[src/rtl/digit_renderer_pkg.sv]
// Shared constants for the digit font rendering path: glyph geometry defaults,
// BCD blanking threshold and the pixel pipeline latency used by the colour mux.
package digit_renderer_pkg;

  localparam int         GLYPH_W_DEF    = 4;
  localparam int         GLYPH_H_DEF    = 5;
  localparam int         SCALE_LOG2_DEF = 4;
  localparam logic [3:0] BCD_MAX        = 4'd9;
  localparam int         RENDER_LAT     = 3;

  // Nibbles above 9 are not decimal digits and render as blank cells.
  function automatic logic bcd_renderable(input logic [3:0] nib);
    return (nib <= BCD_MAX);
  endfunction

endpackage

[src/rtl/digit_renderer_if.sv]
// Font ROM bus between the digit renderer (master) and the glyph ROM (slave).
interface digit_renderer_if #(
  parameter int ADDR_W  = 6,
  parameter int GLYPH_W = 4
);

  logic [ADDR_W-1:0]  font_addr;
  logic [GLYPH_W-1:0] font_dout;

  modport master (output font_addr, input font_dout);
  modport slave  (input font_addr, output font_dout);

endinterface

[src/rtl/digit_renderer_hcount.sv]
// Horizontal position tracker: block sub-pixel, glyph column (incl. gap) and digit
// index for the pixel currently on x_px, re-armed at x_px == X0.
module digit_renderer_hcount
  import digit_renderer_pkg::*;
#(
  parameter int NUM_DIGITS = 6,
  parameter int SCALE_LOG2 = SCALE_LOG2_DEF,
  parameter int GLYPH_W    = GLYPH_W_DEF,
  parameter int X0         = 64,
  parameter int COL_W      = $clog2(GLYPH_W + 1),
  parameter int DIG_W      = (NUM_DIGITS > 1) ? $clog2(NUM_DIGITS) : 1
) (
  input  logic             clk,
  input  logic             reset,
  input  logic [9:0]       x_px,
  input  logic             active,
  output logic [COL_W-1:0] col,
  output logic [DIG_W-1:0] dig,
  output logic             in_band
);

  localparam logic [SCALE_LOG2-1:0] SUB_MAX  = {SCALE_LOG2{1'b1}};
  localparam logic [COL_W-1:0]      COL_GAP  = COL_W'(GLYPH_W);
  localparam logic [DIG_W-1:0]      DIG_LAST = DIG_W'(NUM_DIGITS - 1);

  logic [SCALE_LOG2-1:0] sub_r, sub_s;
  logic [COL_W-1:0]      col_r, col_s;
  logic [DIG_W-1:0]      dig_r, dig_s;
  logic                  in_band_r, in_band_s;

  // Position of the current pixel, derived from the previous pixel's state.
  always_comb begin
    sub_s     = {SCALE_LOG2{1'b0}};
    col_s     = {COL_W{1'b0}};
    dig_s     = {DIG_W{1'b0}};
    in_band_s = 1'b0;
    if (active && (x_px == 10'(X0))) begin
      in_band_s = 1'b1;
    end else if (active && in_band_r) begin
      in_band_s = 1'b1;
      sub_s     = sub_r + SCALE_LOG2'(1);
      col_s     = col_r;
      dig_s     = dig_r;
      if (sub_r == SUB_MAX) begin
        if (col_r == COL_GAP) begin
          col_s = {COL_W{1'b0}};
          if (dig_r == DIG_LAST) begin
            in_band_s = 1'b0;
            dig_s     = {DIG_W{1'b0}};
          end else begin
            dig_s = dig_r + DIG_W'(1);
          end
        end else begin
          col_s = col_r + COL_W'(1);
        end
      end else begin
        col_s = col_r;
      end
    end else begin
      in_band_s = 1'b0;
    end
  end

  // Remember this pixel's position as the base for the next one.
  always_ff @(posedge clk) begin
    if (reset) begin
      sub_r     <= {SCALE_LOG2{1'b0}};
      col_r     <= {COL_W{1'b0}};
      dig_r     <= {DIG_W{1'b0}};
      in_band_r <= 1'b0;
    end else begin
      sub_r     <= sub_s;
      col_r     <= col_s;
      dig_r     <= dig_s;
      in_band_r <= in_band_s;
    end
  end

  assign col     = col_s;
  assign dig     = dig_s;
  assign in_band = in_band_s;

endmodule

[src/rtl/digit_renderer.sv]
// Renders a frame-latched BCD time string as block-scaled glyphs: drives the font
// ROM address and produces a per-pixel lit flag a fixed RENDER_LAT clocks later.
module digit_renderer
  import digit_renderer_pkg::*;
#(
  parameter int NUM_DIGITS = 6,
  parameter int SCALE_LOG2 = SCALE_LOG2_DEF,
  parameter int X0         = 64,
  parameter int Y0         = 200,
  parameter int GLYPH_W    = GLYPH_W_DEF,
  parameter int GLYPH_H    = GLYPH_H_DEF,
  parameter int ADDR_W     = 6
) (
  input  logic                    clk,
  input  logic                    reset,
  input  logic [9:0]              x_px,
  input  logic [9:0]              y_px,
  input  logic                    active,
  input  logic                    frame_start,
  input  logic [4*NUM_DIGITS-1:0] digits,
  digit_renderer_if.master        rom,
  output logic                    pixel_on,
  output logic                    pixel_valid
);

  localparam int COL_W = $clog2(GLYPH_W + 1);
  localparam int DIG_W = (NUM_DIGITS > 1) ? $clog2(NUM_DIGITS) : 1;
  localparam int SEL_W = (GLYPH_W > 1) ? $clog2(GLYPH_W) : 1;
  localparam int AW1   = ADDR_W + 1;

  logic [4*NUM_DIGITS-1:0] snap_r;
  logic [COL_W-1:0]        col_s;
  logic [DIG_W-1:0]        dig_s;
  logic                    in_band_s;
  logic [9:0]              rel_y_s;
  logic [9:0]              row_s;
  logic                    v_ok_s;
  logic [3:0]              cur_digit_s;
  logic                    lit_en_s;
  logic [ADDR_W-1:0]       addr_s;
  logic [ADDR_W-1:0]       font_addr_r;
  logic                    lit_en_r, lit_en_d_r;
  logic [COL_W-1:0]        colsel_r, colsel_d_r;
  logic                    active_d1_r, active_d2_r;
  logic [SEL_W-1:0]        sel_idx_s;
  logic                    pixel_on_r, pixel_valid_r;

  // Latch the time string once per frame so a glyph never changes mid-frame.
  always_ff @(posedge clk) begin
    if (reset) begin
      snap_r <= {(4*NUM_DIGITS){1'b0}};
    end else if (frame_start) begin
      snap_r <= digits;
    end else begin
      snap_r <= snap_r;
    end
  end

  digit_renderer_hcount #(
    .NUM_DIGITS (NUM_DIGITS),
    .SCALE_LOG2 (SCALE_LOG2),
    .GLYPH_W    (GLYPH_W),
    .X0         (X0),
    .COL_W      (COL_W),
    .DIG_W      (DIG_W)
  ) u_hcount (
    .clk     (clk),
    .reset   (reset),
    .x_px    (x_px),
    .active  (active),
    .col     (col_s),
    .dig     (dig_s),
    .in_band (in_band_s)
  );

  // The compare on y_px guards against rel_y wrapping above the band.
  assign rel_y_s = y_px - 10'(Y0);
  assign row_s   = rel_y_s >> SCALE_LOG2;
  assign v_ok_s  = (y_px >= 10'(Y0)) && (row_s < 10'(GLYPH_H));

  // Pick the nibble of the digit under the beam; digit 0 sits in the MSBs.
  always_comb begin
    cur_digit_s = 4'd0;
    for (int i = 0; i < NUM_DIGITS; i++) begin
      if (dig_s == DIG_W'(i)) begin
        cur_digit_s = snap_r[4*(NUM_DIGITS-1-i) +: 4];
      end else begin
        cur_digit_s = cur_digit_s;
      end
    end
  end

  assign lit_en_s = in_band_s && v_ok_s && (col_s < COL_W'(GLYPH_W)) &&
                    bcd_renderable(cur_digit_s);
  assign addr_s   = ADDR_W'(AW1'(cur_digit_s) * AW1'(GLYPH_H) + AW1'(row_s));

  // Stage 1: ROM address plus the per-pixel qualifiers that travel with it.
  always_ff @(posedge clk) begin
    if (reset) begin
      font_addr_r <= {ADDR_W{1'b0}};
      lit_en_r    <= 1'b0;
      colsel_r    <= {COL_W{1'b0}};
      active_d1_r <= 1'b0;
    end else begin
      font_addr_r <= lit_en_s ? addr_s : {ADDR_W{1'b0}};
      lit_en_r    <= lit_en_s;
      colsel_r    <= col_s;
      active_d1_r <= active;
    end
  end

  assign rom.font_addr = font_addr_r;

  // Stage 2: qualifiers wait while the ROM registers the row data.
  always_ff @(posedge clk) begin
    if (reset) begin
      lit_en_d_r  <= 1'b0;
      colsel_d_r  <= {COL_W{1'b0}};
      active_d2_r <= 1'b0;
    end else begin
      lit_en_d_r  <= lit_en_r;
      colsel_d_r  <= colsel_r;
      active_d2_r <= active_d1_r;
    end
  end

  // Column 0 is the ROM MSB; gap columns never reach here with lit_en set.
  assign sel_idx_s = SEL_W'(GLYPH_W - 1) - SEL_W'(colsel_d_r);

  // Stage 3: final lit flag aligned with the delayed active.
  always_ff @(posedge clk) begin
    if (reset) begin
      pixel_on_r    <= 1'b0;
      pixel_valid_r <= 1'b0;
    end else begin
      pixel_on_r    <= lit_en_d_r && rom.font_dout[sel_idx_s];
      pixel_valid_r <= active_d2_r;
    end
  end

  assign pixel_on    = pixel_on_r;
  assign pixel_valid = pixel_valid_r;

endmodule
[src/flat_wrapper.sv]
// flat-port wrapper written by rule: the top's interface ports become plain ports
module digit_renderer_flat import digit_renderer_pkg::*;
#(
  parameter int NUM_DIGITS = 6,
  parameter int SCALE_LOG2 = SCALE_LOG2_DEF,
  parameter int X0         = 64,
  parameter int Y0         = 200,
  parameter int GLYPH_W    = GLYPH_W_DEF,
  parameter int GLYPH_H    = GLYPH_H_DEF,
  parameter int ADDR_W     = 6
)
  (clk, reset, x_px, y_px, active, frame_start, digits, pixel_on, pixel_valid, rom_font_addr, rom_font_dout);
  digit_renderer_if #(.ADDR_W(ADDR_W), .GLYPH_W(GLYPH_W)) rom_i ();
  input  logic clk;
  input  logic reset;
  input  logic [9:0] x_px;
  input  logic [9:0] y_px;
  input  logic active;
  input  logic frame_start;
  input  logic [4*NUM_DIGITS-1:0] digits;
  output logic pixel_on;
  output logic pixel_valid;
  output wire logic [$bits(rom_i.font_addr)-1:0] rom_font_addr;
  input wire logic [$bits(rom_i.font_dout)-1:0] rom_font_dout;
  assign rom_font_addr = rom_i.font_addr;
  assign rom_i.font_dout = rom_font_dout;
  digit_renderer #(.NUM_DIGITS(NUM_DIGITS), .SCALE_LOG2(SCALE_LOG2), .X0(X0), .Y0(Y0), .GLYPH_W(GLYPH_W), .GLYPH_H(GLYPH_H), .ADDR_W(ADDR_W)) u_core (.clk(clk), .reset(reset), .x_px(x_px), .y_px(y_px), .active(active), .frame_start(frame_start), .digits(digits), .rom(rom_i), .pixel_on(pixel_on), .pixel_valid(pixel_valid));
endmodule
[config.mk]
export PLATFORM = sky130hd
export DESIGN_NAME = digit_renderer_flat
export DESIGN_NICKNAME = d
export VERILOG_FILES = /design/src/rtl/digit_renderer_pkg.sv /design/src/rtl/digit_renderer_if.sv /design/src/rtl/digit_renderer_hcount.sv /design/src/rtl/digit_renderer.sv /design/src/flat_wrapper.sv
export SDC_FILE = /design/constraint.sdc
export NUM_CORES = 1
export LEC_CHECK = 0
export BUFFER_PORTS_ARGS = -buffer_cell sky130_fd_sc_hd__buf_2
export CORE_ASPECT_RATIO = 1.5
export CORE_UTILIZATION = 50
export CTS_BUF_LIST = sky130_fd_sc_hd__clkbuf_4 sky130_fd_sc_hd__clkbuf_8
export DETAILED_ROUTE_END_ITERATION = 10
export PLACE_DENSITY = 0.76
export SYNTH_ARGS = -nofsm -noshare
export SYNTH_HDL_FRONTEND = slang
export SYNTH_SLANG_ARGS = --single-unit
[constraint.sdc]
create_clock -name clk -period 4.1 [get_ports clk]
set_input_delay 0.205 -clock clk [delete_from_list [all_inputs] [get_ports clk]]
set_output_delay 0.205 -clock clk [all_outputs]
set_load 0.02 [all_outputs]
After elaboration in Yosys (flattened, before gate mapping)
Cells that the tools add are included.
W data, S select, Z words.
- register bits after elaboration: 49
- latch bits: 0
- memory bits (writable): 0
- bits in read-only memories: 0
- input port bits: 52
- logic and storage cells: 68
- memories: 0
- add/subtract/negate cells: 6
- multiply operators: 1
- divide/modulo/power cells: 0
- order comparisons: 5
- equal/unequal tests: 9
- shift-type cells: 0
- muxes and demuxes: 22
- bitwise gates (word level): 2
- reductions and logical operators: 10
- operator list (kind ; count):
    $mux W3 ; 9
    $mux W4 ; 6
    $eq A3 B3 Y1 const B ; 4
    $eq A10 B7 Y1 const B ; 1
    $ge A10 B8 Y1 const B ; 1
    $sub A10 B8 Y10 const B ; 1
    $logic_and A1 B1 Y1 ; 7
    $add A3 B1 Y3 const B ; 2
    $add A6 B6 Y6 ; 1
    $eq A3 B2 Y1 const B ; 2
    $lt A6 B3 Y1 const B ; 1
    $mul A4 B3 Y6 const B ; 1
    $mux W1 ; 6
    $add A4 B1 Y4 const B ; 1
    $eq A4 B4 Y1 const B ; 1
    $le A4 B4 Y1 const B ; 1
    $eq A3 B1 Y1 const B ; 1
    $logic_not A3 Y1 ; 1
    $lt A2 B3 Y1 const B ; 1
    $lt A3 B3 Y1 const B ; 1
    $reduce_or A3 Y1 ; 1
    $bmux W1 S2 ; 1
    $not A1 Y1 ; 2
    $reduce_or A2 Y1 ; 1
    $sub A2 B2 Y2 const A ; 1

Depth between registers and ports, before layout
Gate-level depths: netlist (run 1).
- depth after elaboration: 17
- gate-level depth with buffers: 21
- gate-level depth less buffers: 20

Hierarchy
From an unflattened synthesis (run 1), not the netlist that was laid out.
- cell total of the unflattened synthesis: 251
- area total of the unflattened synthesis: 2511.2 µm²
- by module, submodules not included (module ; instances ; cells each ; area each (µm²) ; seq. area each (µm²)):
    digit_renderer ; 1 ; 189 ; 1940.6 ; 800.8
    digit_renderer_hcount ; 1 ; 62 ; 570.5 ; 220.2

Worst setup path after synthesis (run 1)
No wires, ideal clock.
- path kind: register to register
- start: register u_core.colsel_r[0] (netlist name)
- end: register u_core.font_addr_r[5] (netlist: u_core.rom.font_addr[5])
- data arrival time: 3.881 ns
- data required time: 4.030 ns
- setup slack: 0.149 ns
- stages on the path, launching flop included: 21
- clock period less this slack: 3.951 ns
- cells stage by stage: dfxtp_1 > inv_1 > ha_1 > and2_1 > buf_2 > a21o_1 > a311oi_1 > o22ai_1 > a21oi_1 > nor2_1 > ha_1 > inv_1 > fa_1 > inv_1 > ha_1 > a21o_1 > a21oi_1 > xnor2_1 > xnor2_1 > or3_1 > a21oi_1
- RTL lines (item ; line ; RTL):
    end signal, assigned ; digit_renderer.sv:100 ; font_addr_r <= {ADDR_W{1'b0}};
    end signal, assigned ; digit_renderer.sv:105 ; font_addr_r <= lit_en_s ? addr_s : {ADDR_W{1'b0}};
    end, declared ; digit_renderer.sv:41 ; logic [ADDR_W-1:0] font_addr_r;

Worst setup path in the final report (run 1)
- start: register u_core.u_hcount.sub_r[0]
- end: register u_core.font_addr_r[5] (netlist: u_core.rom.font_addr[5])
- word-level cells in the longest chain between the ends: 15
- RTL lines (item ; line ; RTL):
    start, declared ; digit_renderer_hcount.sv:26 ; logic [SCALE_LOG2-1:0] sub_r, sub_s;
    start signal, assigned ; digit_renderer_hcount.sv:67 ; sub_r <= {SCALE_LOG2{1'b0}};
    start signal, assigned ; digit_renderer_hcount.sv:72 ; sub_r <= sub_s;
    $eq A4 B4 Y1 * ; digit_renderer_hcount.sv:44 ; if (sub_r == SUB_MAX) begin
    branches (longest 14 deep; another with $mul A4 B3 Y6) ; -- ;
Mark *: on every way between the ends.
A chain may end at the register's enable or synchronous reset.

==> results.md, run 1 <==
- The run finished with clean final reports.
- The final count of negative-setup-slack endpoints is 0.
- In this run, synthesis produced a sequential element count of 49.
- STA classifies the critical path startpoint as a flop.
- The class of the most critical setup path is flop to flop.
- Counting every net in the synthesized netlist gives 376.
- The initial antenna violation count is 0.
- The average wire length per cell after detail routing is 13.5 microns.
- The standby leakage power is 1.59 nW.
- The critical path's largest stage delay is 0.51 ns.
- Headroom to the max-slew limit came out at 50.6%.
- The worst hold path begins at digits[10].
- At the pin with the least slew margin, the transition time is 0.741 ns.
- The number of diodes is 0.
- The arrival time at the worst endpoint is 4.19 ns.
- The deepest clock path buffer count is 2.
- The number of distinct library cells after synthesis is 51.
- Among all stages on the critical path, the largest delay is contributed by fa_1.
- The worst setup margin is 0.142 ns.
- The clock sink count is 49.
- In the routed design, unresolved DRC markers number 0.
- The endpoint of the most critical register-to-register path is u_core.rom.font_addr[5]$_SDFF_PP0_.
- The share of the yosys chip area belonging to registers is 37.1%.
- The clock arrives with 0.00746 ns of skew.
- Global routing consumed, over all layers together, 23.7% of the routing resources.
- The part of the power in combinational logic is 15.3%.
- Entering global routing, the biggest net connects 35 pins.
- From left edge to right edge, the die measures 61.4 microns.
- The mean post-synth cell area is 8.58 sq um.
- The power density relative to cell area is 292 nW/um^2.
- The library cell used most frequently in the layout, excluding fill and tap cells, is buf_2.
- The CTS root buffer is clkbuf_8.
- After legalization and detailed placement, the total HPWL measured 4610 microns.
- The number of maximum-capacitance violations is 0.
- The total number of nets in the final design is 456.
- After detailed routing, the number of vias per cell comes to 5.28.
- The maximum fanout along the worst path is 4.
- The detailed-routing iteration count for the pre-antenna-repair pass is 4.
- Based on the critical path, the design can be clocked at up to 0.253 GHz.
- The die covers 5590 sq um.
- The synthesized design devotes to its leading area cell type 37.1% of total area.
- The placeable core region is 5120 sq um.
- The switching part of the total is 23.3%.
- The latest clock arrival within the worst-skew pair is 0.30 ns.
- The fraction of power consumed by the clock network is 35.4%.
- The routed design could run at a clock period as short as 3.96 ns.
- The die is 91.1 microns tall.
- The number of clock buffers inserted by TritonCTS is 5.
- Summed over all layers, the global routing overflow is 0.
- The floorplan has 32 rows.
- The fraction of layout instances using a drive strength above 1 is 34.7%.
- The final-report hold violation count is 0.
- The register share of total power is 49.4%.
- The depth of the CTS H-tree is 2.
- The internal power of the cells totals 0.777 mW.
- The routed design has 6190 microns of wire.
- Traced cell by cell, the critical path runs through ha_4, buf_4, nand3_4, buf_6, nor2_1, a221o_1, a211oi_2, or2_4, inv_1, ha_1, inv_1, fa_1, inv_2, ha_4, a21o_1, a21oi_2, xnor2_1, xnor2_1, or3_1, a21oi_1.
- TritonCTS built the clock tree.
- The quantity of I/O buffers inserted on ports is 56.
- Timing analysis after detailed placement gives a worst setup slack of -0.0614 ns.
- The worst path uses 96.5% of the clock period.
- The area growth from synthesis to layout is 31.2%.
- The post-route total power is 1.01 mW.
- The detailed router's first-iteration violation count is 55.
- The internal reg-to-reg setup slack is 0.14 ns.
- Of all cell types, the one taking the most synthesized area is dfxtp_1.
- The worst hold-check path type is input port to flop.
- The final max-slew violation count is 0.
- STA classifies the critical path endpoint as a flop.
- During synthesis, Yosys emitted a total of 0 warnings.
- Data on the critical path is required at its endpoint by 4.34 ns.
- The congestion estimate from routability-driven global placement came to 0.933.
- The initial standard-cell utilization of the core is 51.6%.
- Grouping stages by cell kind, the critical path spends the most delay in adder cells.
- Together, buffers and inverters on the worst path number 5.
- The number of global-route vias before repair was 2356.
- The count of nets left with antenna violations after detail routing is 0.
- The clock transition at the registers of the reported paths is 0.08 ns.
- 60 I/O pins were placed.
- The post-synthesis instance total is 308.
- The end point of the worst hold path is u_core.snap_r[10]$_SDFFE_PP0P_.
- The startpoint of the lowest-slack register-to-register path is u_core.u_hcount.sub_r[0]$_SDFF_PP0_.
- In the layout the commonest cells are 56 x buf_2, 47 x nor2_1, 46 x dfxtp_1, 30 x buf_4, 26 x mux2i_1.
- The worst voltage drop across the vdd grid is 0.213 mV.
- Sorting the synthesized cells by area gives the leading types as dfxtp_1 37%, mux2i_1 9.8%, nor2_1 7.1%.
- After synthesis the cells add up to 2640 sq um.
- The number of cells on the worst reg-to-reg path is 20.
- Along the worst hold path, the cell count comes to 3.
- The first-pass GRT wire length is 10100 microns.
- The analysis attributes to net switching a power of 0.236 mW.
- The via count is 2415.
-- Yosys cell counts, drive strengths merged --
cell	instances
nor4	2
a2111oi	1
a31oi	3
o22ai	3
o21ba	1
a21oi	19
dfxtp	49
nor2b	9
mux2i	26
and3b	1
nor3	5
a221o	1
nand3	6
a21o	4
a21boi	2
buf	7
a211oi	5
and3	3
xnor2	7
fa	3
o32ai	1
nand2	17
nor3b	2
o41a	1
a311oi	1
or2	3
nand2b	2
and2	7
nand3b	1
a221oi	3
inv	20
o31ai	1
xor2	6
clkbuf	7
or3	1
a2bb2oi	1
nor4bb	1
o211ai	2
ha	13
o21ai	10
nor2	50
a31o	1
-- worst max-delay path by stage --
stage	from	endpoint	cells after the start	slack, ns
floorplan	u_core.colsel_r[0]$_SDFFE_PP0N_	u_core.rom.font_addr[5]$_SDFF_PP0_	20	0.15
global placement	u_core.colsel_r[0]$_SDFFE_PP0N_	u_core.rom.font_addr[5]$_SDFF_PP0_	20	0.006
detailed placement	u_core.colsel_r[0]$_SDFFE_PP0N_	u_core.rom.font_addr[5]$_SDFF_PP0_	20	-0.06
CTS	u_core.u_hcount.sub_r[0]$_SDFF_PP0_	u_core.rom.font_addr[5]$_SDFF_PP0_	20	0.004
global route	u_core.u_hcount.sub_r[0]$_SDFF_PP0_	u_core.rom.font_addr[5]$_SDFF_PP0_	20	-0.04
finish	u_core.u_hcount.sub_r[0]$_SDFF_PP0_	u_core.rom.font_addr[5]$_SDFF_PP0_	20	0.14
-- kinds of logic (layout without fill, tap and decap cells) --
logic type | after synthesis | after routing | synth area share, %
AOI/OAI and AO/OA | 60 | 60 | 15.2
xor gates and xnor gates | 13 | 13 | 4.31
buffers and inverters | 34 | 115 | 5.35
DFF | 49 | 49 | 37.1
and+or+nand+nor | 110 | 110 | 19.8
muxes | 26 | 26 | 9.84
adders and majority gates | 16 | 16 | 8.42
-- tightest hold or removal path, delay by kind of cell --
family                 cells  cell delay (ns)
buffers and inverters      1             0.07
and+or+nand+nor            1             0.07
muxes                      1             0.05
-- registers in the layout, summed over array words and instances (netlist names), 2 cells and up --
signal                 cells
u_core.snap_r             24
u_core.u_hcount.sub_r      4
u_core.rom.font_addr       6
u_core.u_hcount.dig_r      3
u_core.colsel_d_r          2
u_core.colsel_r            3
-- power groups by stage --
| stage | registers [mW] | clock network (mW) | logic, mW |
|---|---|---|---|
| 2_1_floorplan | 0.508 | 0 | 0.0891 |
| 3_3_place_gp | 0.510 | 0 | 0.129 |
| 3_5_place_dp | 0.511 | 0 | 0.136 |
| 4_1_cts | 0.500 | 0.365 | 0.139 |
| 5_1_grt | 0.502 | 0.382 | 0.174 |
| 6_report | 0.500 | 0.359 | 0.155 |
-- repair_timing --
action,4_1_cts,5_1_grt
gates resized for setup,9,32
setup endpoints to repair,1,1
hold buffers,0,0
buffers inserted,0,3
pin swaps,3,11
gates cloned,0,0
-- layer usage --
layer | track usage, % | vias up | share of wire [%]
li1 | - | 1225 | -
met1 | 27.4 | 1103 | 40
met2 | 40.8 | 72 | 53
met3 | 3.28 | 15 | 4.3
met4 | 11.9 | 0 | 3.0
met5 | 0 | - | 0
-- through the flow --
step                setup TNS (ns)  cell area (sq um)  hold slack, ns  instances  utilization, %
global route               -0.0432               3470           0.153        457            67.7
global placement                 0               3150           0.422        446            61.5
CTS                              0               3310           0.134        454            64.5
detailed placement         -0.0614               3150           0.424        446            61.5
finish                           0               3470           0.137        457            67.7
floorplan                        0               2640           0.333        308               -
-- cell type report --
| type | instances | area [sq um] |
|---|---|---|
| well taps | 68 | 85.1 |
| repair buffers | 87 | 517 |
| flip-flops and latches | 49 | 985 |
| clock buffers | 7 | 90.1 |
| inverters | 20 | 75.1 |
| multi-input cells | 225 | 1690 |
| fillers | 463 | 1660 |
| clock inverters | 1 | 30.0 |
No activity file was read; power rests on OpenSTA's default activity.
==> run 2, diff against run 1 <==
CELL_PAD_IN_SITES_DETAIL_PLACEMENT = 0   (was default)
CELL_PAD_IN_SITES_GLOBAL_PLACEMENT = 1   (was default)
CORE_UTILIZATION = 37   (was 50)
SETUP_SLACK_MARGIN = 0.05   (was default)
==> run 2 against run 1 <==
Cell count rose by 3.3%; largest cell class unchanged; non-clock buffer count rose by 5; count of clock-buffer cells in the layout did not move; clock skew fell by 0.0014 ns; sequential cell count did not move; worst hold slack got worse by 0.016 ns.
==> results.md, run 2 (same netlist as run 1, synthesis figures left out) <==
- The critical path is of the flop to flop type.
- The hold path startpoint is digits[7].
- Dividing total power by cell area gives a power density of 272 nW/um^2.
- u_core.snap_r holds more flip-flops than any other register.
- The worst hold path belongs to the class input port to flop.
- The floorplan step defined a die boundary enclosing 7490 sq um.
- The final-report hold violation count is 0.
- The initial antenna violation count was 0.
- The area growth from synthesis to layout is 36.5%.
- The signal on the critical path passes through ha_4, buf_6, nand3_4, buf_6, nor2_2, a221o_1, buf_6, a211oi_4, o32ai_4, ha_4, inv_2, fa_1, inv_2, ha_4, a21o_1, a21oi_2, xnor2_1, xnor2_1, or3_1, a21oi_2.
- The startpoint kind of the worst setup timing path is a flop.
- CTS placed an instance of clkbuf_8 at the clock tree root.
- Global routing used 17.9% of the available tracks.
- The number of maximum-capacitance violations is 0.
- The placeable core region is 6900 sq um.
- The number of diodes is 0.
- The initial utilization of the core area, before any placement, comes to 38.3%.
- IR analysis of the VDD net gives a maximum drop of 0.206 mV.
- The final count of negative-setup-slack endpoints is 0.
- The total number of nets in the final design is 461.
- The number of clock buffers inserted by TritonCTS is 5.
- The final max-slew violation count was 0.
- In the routed design, unresolved DRC markers number 0.
- The flow ran to the end, and the final reports show no timing, DRC or antenna violations.
- At the pin with the least slew margin, the transition time is 0.725 ns.
- The number of buffers and inverters on the critical path is 5.
- The maximum fanout along the worst path is 4.
- The HPWL reported at the end of detailed placement is 4830 microns.
- From left edge to right edge, the die measures 71.0 microns.
- After global routing the overflow that remains totals 0.
- The number of cells on the worst reg-to-reg path is 20.
- After detailed routing, the average wire length per cell comes to 13.9 microns.
- The path with the worst hold slack has its endpoint at u_core.snap_r[7]$_SDFFE_PP0P_.
- Counting along the longest clock path gives a buffer depth of 2.
- The library cell used most frequently in the layout, excluding fill and tap cells, is buf_2.
- The top cell types in the final layout, fill and taps aside, are 56 x buf_2, 46 x nor2_1, 44 x dfxtp_1, 32 x buf_4, 26 x mux2i_1.
- The internal reg-to-reg setup slack is 0.20 ns.
- The final-layout fill cell count is 678.
- The via-per-instance ratio is 5.03.
- In this run, the number of DRC markers left after iteration 0 of detailed routing was 99.
- The cell family contributing the most delay on the critical path is compound AO/OA/AOI/OAI gates.
- The register with the most flip-flops in the layout has 24 of them.
- The first-pass GRT wire length is 10300 microns.
- Summing all placed instances gives a cell area of 3170 sq um.
- TritonCTS built the clock tree.
- The achievable clock frequency is 0.257 GHz.
- The critical path's largest stage delay is 0.40 ns.
- After clock tree synthesis, the clock-pin slew on the worst setup and hold paths is 0.09 ns.
- The count of cells along the worst hold path is 3.
- Pin placement for this block handled 60 I/O pins.
- The quantity of I/O buffers inserted on ports is 56.
- The sum of negative setup slack is 0 ns.
- The routed design could run at a clock period as short as 3.90 ns.
- STA classifies the critical path endpoint as a flop.
- For this run, the detailed router's first-pass iteration total came to 6.
- The H-tree was split into 2 levels.
- The endpoint of the most critical register-to-register path is u_core.rom.font_addr[5]$_SDFF_PP0_.
- The detailed router placed 2372 vias in this run.
- The clock sink count is 49.
- The global placer's final weighted congestion is 0.879.
- The worst path required time is 4.36 ns.
- The final instance area is 3610 sq um.
- The largest net degree at the start of global routing is 35.
- The post-route fraction of the period consumed by the critical path is 95.1%.
- The routed design has 6550 microns of wire.
- Setup repair after global routing left no endpoint under its margin.
- The count of nets left with antenna violations once routing finished came out at 0.
- The arrival time at the worst endpoint is 4.15 ns.
- The cell with the largest stage delay on the worst path is a221o_1.
- The maximum clock skew at final layout is 0.00608 ns.
- In this run the critical register-to-register path is launched from u_core.u_hcount.sub_r[0]$_SDFF_PP0_.
- The initialized floorplan defines 37 standard-cell rows.
- The standby leakage power is 1.60 nW.
- The latest clock arrival within the worst-skew pair is 0.31 ns.
- The number of global-route vias before repair came to 2356.
- The fraction of layout instances using a drive strength above 1 is 39.6%.
- The chip height is 106 microns.
- The headroom to the max-slew limit is 51.6%.
[run 2: layout make-up]
| class | instances | area [sq um] | area share, % |
|---|---|---|---|
| Clock buffer | 7 | 96.3 | 2.67 |
| Clock inverter | 1 | 5.00 | 0.139 |
| Inverter | 20 | 75.1 | 2.08 |
| Multi-Input combinational cell | 225 | 1780 | 49.4 |
| Sequential cell | 49 | 987 | 27.4 |
| Tap cell | 78 | 97.6 | 2.70 |
| Timing Repair Buffer | 92 | 566 | 15.7 |
[run 2: worst max-delay path by stage]
stage / from / endpoint / slack (ns) / cells past startpoint
final: u_core.u_hcount.sub_r[0]$_SDFF_PP0_ / u_core.rom.font_addr[5]$_SDFF_PP0_ / 0.20 / 20
after global routing: u_core.colsel_r[0]$_SDFFE_PP0N_ / u_core.rom.font_addr[5]$_SDFF_PP0_ / 0.02 / 19
after global placement: u_core.colsel_r[0]$_SDFFE_PP0N_ / u_core.rom.font_addr[5]$_SDFF_PP0_ / 0.01 / 20
after detailed placement: u_core.colsel_r[1]$_SDFFE_PP0N_ / u_core.rom.font_addr[5]$_SDFF_PP0_ / -0.07 / 20
after CTS: u_core.u_hcount.sub_r[0]$_SDFF_PP0_ / u_core.rom.font_addr[5]$_SDFF_PP0_ / 0.06 / 20
after floorplan: u_core.colsel_r[0]$_SDFFE_PP0N_ / u_core.rom.font_addr[5]$_SDFF_PP0_ / 0.15 / 20
[run 2: worst reg2reg max path, delay by kind of cell (launching register included)]
family	cells	cell delay, ns
AOI/OAI and AO/OA	6	1.29
and+or+nand+nor	3	0.51
DFF	1	0.34
buffers and inverters	5	0.51
xor gates and xnor gates	2	0.24
adders and majority gates	4	0.93
[run 2: routing by layer]
metal | track usage (%) | share of wire [%]
met3 | 3.15 | 3.4
met1 | 20.0 | 41
met2 | 31.9 | 53
met4 | 9.14 | 2.4
met5 | 0 | 0
[run 2: report_power, final]
group | total, mW | internal, mW | switching (mW)
Clock | 0.315 | 0.153 | 0.162
Sequential | 0.501 | 0.491 | 0.00993
Combinational | 0.165 | 0.0867 | 0.0782
Total | 0.980 | 0.730 | 0.250
[run 2: metrics by stage]
stage / worst slack [ns] / total power, mW / utilization, % / cells / hold WS, ns
floorplan: 0.149 / 0.597 / - / 308 / 0.333
global placement: 0.0145 / 0.641 / 46.0 / 457 / 0.423
detailed placement: -0.0714 / 0.646 / 46.0 / 457 / 0.419
CTS: 0.0582 / 0.969 / 48.7 / 467 / 0.116
global route: 0.0181 / 1.03 / 52.3 / 472 / 0.125
finish: 0.202 / 0.980 / 52.3 / 472 / 0.121
[run 2: timing repair]
action | in CTS | in global routing
resized for setup | 19 | 48
hold buffers | 0 | 0
pin swaps | 7 | 25
endpoints found under the setup margin | 1 | 1
setup buffers | 2 | 5
==> run 3, diff against run 2 <==
RECOVER_POWER = 25   (was default)
==> run 3 against run 2 <==
Global-route usage did not move; critical path depth did not move; fmax barely moved; utilization barely moved; clock skew did not move.
==> results.md, run 3 (same netlist as run 1, synthesis figures left out) <==
- The actual transition at the worst max-transition pin is 1.39 ns.
- The global placer's final weighted congestion is 0.879.
- In the final routed layout, each cell accounts on average for 13.9 microns.
- In this run the horizontal extent of the chip is 71.0 microns.
- The post-detailed-routing wire length is 6550 microns.
- The deepest clock path buffer count is 2.
- The largest net degree at the start of global routing is 35.
- The detailed router's first-iteration violation count is 99.
- The post-route total power is 0.980 mW.
- The quantity of I/O buffers inserted on ports is 56.
- The time the worst path needs with I/O delays and setup is 3.90 ns.
- TritonCTS built the clock tree.
- The total number of nets in the final design is 461.
- For this run, the total global-route usage over all layers was measured as 17.9%.
- STA puts the critical path data arrival time at 4.15 ns.
- The HPWL reported at the end of detailed placement is 4830 microns.
- Cells with a size suffix above 1 make up 39.3% of the layout.
- The register with the most flip-flops in the layout has 24 of them.
- The number of standard-cell rows in the floorplan is 37.
- The register with the most flip-flops is u_core.snap_r.
- The maximum fanout along the worst path is 4.
- The number of clock buffers inserted by TritonCTS is 5.
- The power density relative to cell area is 272 nW/um^2.
- The flow ran to the end, and the final reports show no timing, DRC or antenna violations.
- Before CTS, the worst setup slack after placement is -0.0714 ns.
- The critical path is of the flop to flop type.
- For this run, the number of standard cells in the final layout without fillers is 472.
- Setup repair after global routing left no endpoint under its margin.
- The via-per-instance ratio is 5.03.
- For the worst-skew pair, the clock arrives at the later sink with an insertion delay of 0.31 ns.
- Setup violations remaining at the end of the flow were counted as 0.
- The H-tree was split into 2 levels.
- The count of nets left with antenna violations after detail routing is 0.
- The clock sink count is 49.
- Dividing the final minimum period by the clock period gives 95.1%.
- Static timing analysis puts the maximum clock frequency at 0.257 GHz.
- For this design the static power due to leakage is 1.60 nW.
- Leaving out fill and tap cells, the most frequent cells in the layout are 55 x buf_2, 46 x nor2_1, 44 x dfxtp_1, 32 x buf_4, 26 x mux2i_1.
- The CTS root buffer is clkbuf_8.
- The via count is 2372.
- The initial antenna violation count is 0.
- During I/O placement, the number of pins put on the boundary was 60.
- The initial utilization of the core area, before any placement, comes to 38.3%.
- The die is 106 microns tall.
- The tightest min-delay check is of the input port to flop type.
- In the routed design, unresolved DRC markers number 0.
- The first-pass GRT wire length is 10300 microns.
- After clock tree synthesis, the clock-pin slew on the worst setup and hold paths is 0.09 ns.
- The overflow left after global routing is 0.
- The die covers 7490 sq um.
- STA classifies the critical path startpoint as a flop.
- In this run the standard cell core region covers 6900 sq um.
- For the final database, setup skew stands at 0.00608 ns.
- After detailed placement, the design holds a cell count of 457.
- Hold repair after CTS inserted 0 buffers.
- Max-cap violations in this run came to 0.
- The number of antenna diodes in the final layout is 0.
- The number of global-route vias before repair came to 2356.
- The critical path endpoint category is a flop.
- The headroom to the max-slew limit is 7.05%.
- The worst setup margin is 0.202 ns.
- Leaving out fill and tap cells, the most frequent cell in the layout is buf_2.
- The worst path required time is 4.36 ns.
- The final max-slew violation count came to 0.
- The worst voltage drop across the vdd grid is 0.206 mV.
- The final-report hold violation count is 0.
- The area growth from synthesis to layout is 36.4%.
- The detailed-routing iteration count for the pre-antenna-repair pass is 6.
- The internal reg-to-reg setup slack is 0.20 ns.
[run 3: cell types whose count changed in the layout (fill, tap and decap cells not counted)]
cell | previous run | this run
clkbuf_1 | 0 | 1
buf_2 | 56 | 55
[run 3: layout make-up]
class,count,area [sq um]
Clock inverter,1,5.00
Sequential cell,49,987
Inverter,20,75.1
Clock buffer,7,96.3
Fill cell,676,3290
Tap cell,78,97.6
Timing Repair Buffer,92,564
Multi-Input combinational cell,225,1780
[run 3: critical path, stage by stage, from the launching register on]
cell and delay (ns):
dfxtp_2 0.34, ha_4 0.16, buf_6 0.12, nand3_4 0.07
buf_6 0.12, nor2_2 0.05, a221o_1 0.40, buf_6 0.14
a211oi_4 0.27, o32ai_4 0.16, ha_4 0.18, inv_2 0.05
fa_1 0.39, inv_2 0.08, ha_4 0.20, a21o_1 0.17
a21oi_2 0.16, xnor2_1 0.14, xnor2_1 0.10, or3_1 0.39
a21oi_2 0.13
[run 3: where the power goes]
group / total, mW / switching [mW] / leakage [nW] / internal, mW
clock network: 0.315 / 0.162 / 0.0542 / 0.153
logic: 0.165 / 0.0782 / 1.14 / 0.0866
registers: 0.501 / 0.00993 / 0.403 / 0.491
total: 0.980 / 0.250 / 1.60 / 0.730
[run 3: worst paths after layout]
kind / start / endpoint / depth (start not counted)
min reg2reg: u_core.lit_en_d_r$_SDFF_PP0_ / u_core.pixel_on$_SDFF_PP0_ / 2
max: u_core.u_hcount.sub_r[0]$_SDFF_PP0_ / u_core.rom.font_addr[5]$_SDFF_PP0_ / 20
min: digits[7] / u_core.snap_r[7]$_SDFFE_PP0P_ / 3
max reg2reg: u_core.u_hcount.sub_r[0]$_SDFF_PP0_ / u_core.rom.font_addr[5]$_SDFF_PP0_ / 20
[run 3: per-layer routing]
metal	share of wire, %	vias up	routed length [microns]	GRT usage [%]
li1	-	1223	-	-
met2	53	61	3480	31.9
met1	41	1079	2690	20.0
met3	3.4	9	225	3.15
met4	2.4	0	155	9.14
met5	0	-	0	0
[run 3: timing repair]
item | CTS | global route
pin swaps | 7 | 25
setup buffers | 2 | 5
setup endpoints to repair | 1 | 1
resized for setup | 19 | 48
hold endpoints to repair | 0 | 0
[run 3: stage by stage]
stage	setup TNS, ns	hold WS, ns	area (sq um)	utilization, %
detailed placement	-0.0714	0.419	3170	46.0
floorplan	0	0.333	2640	-
global placement	0	0.423	3170	46.0
global route	0	0.125	3610	52.3
finish	0	0.121	3610	52.3
CTS	0	0.116	3360	48.7
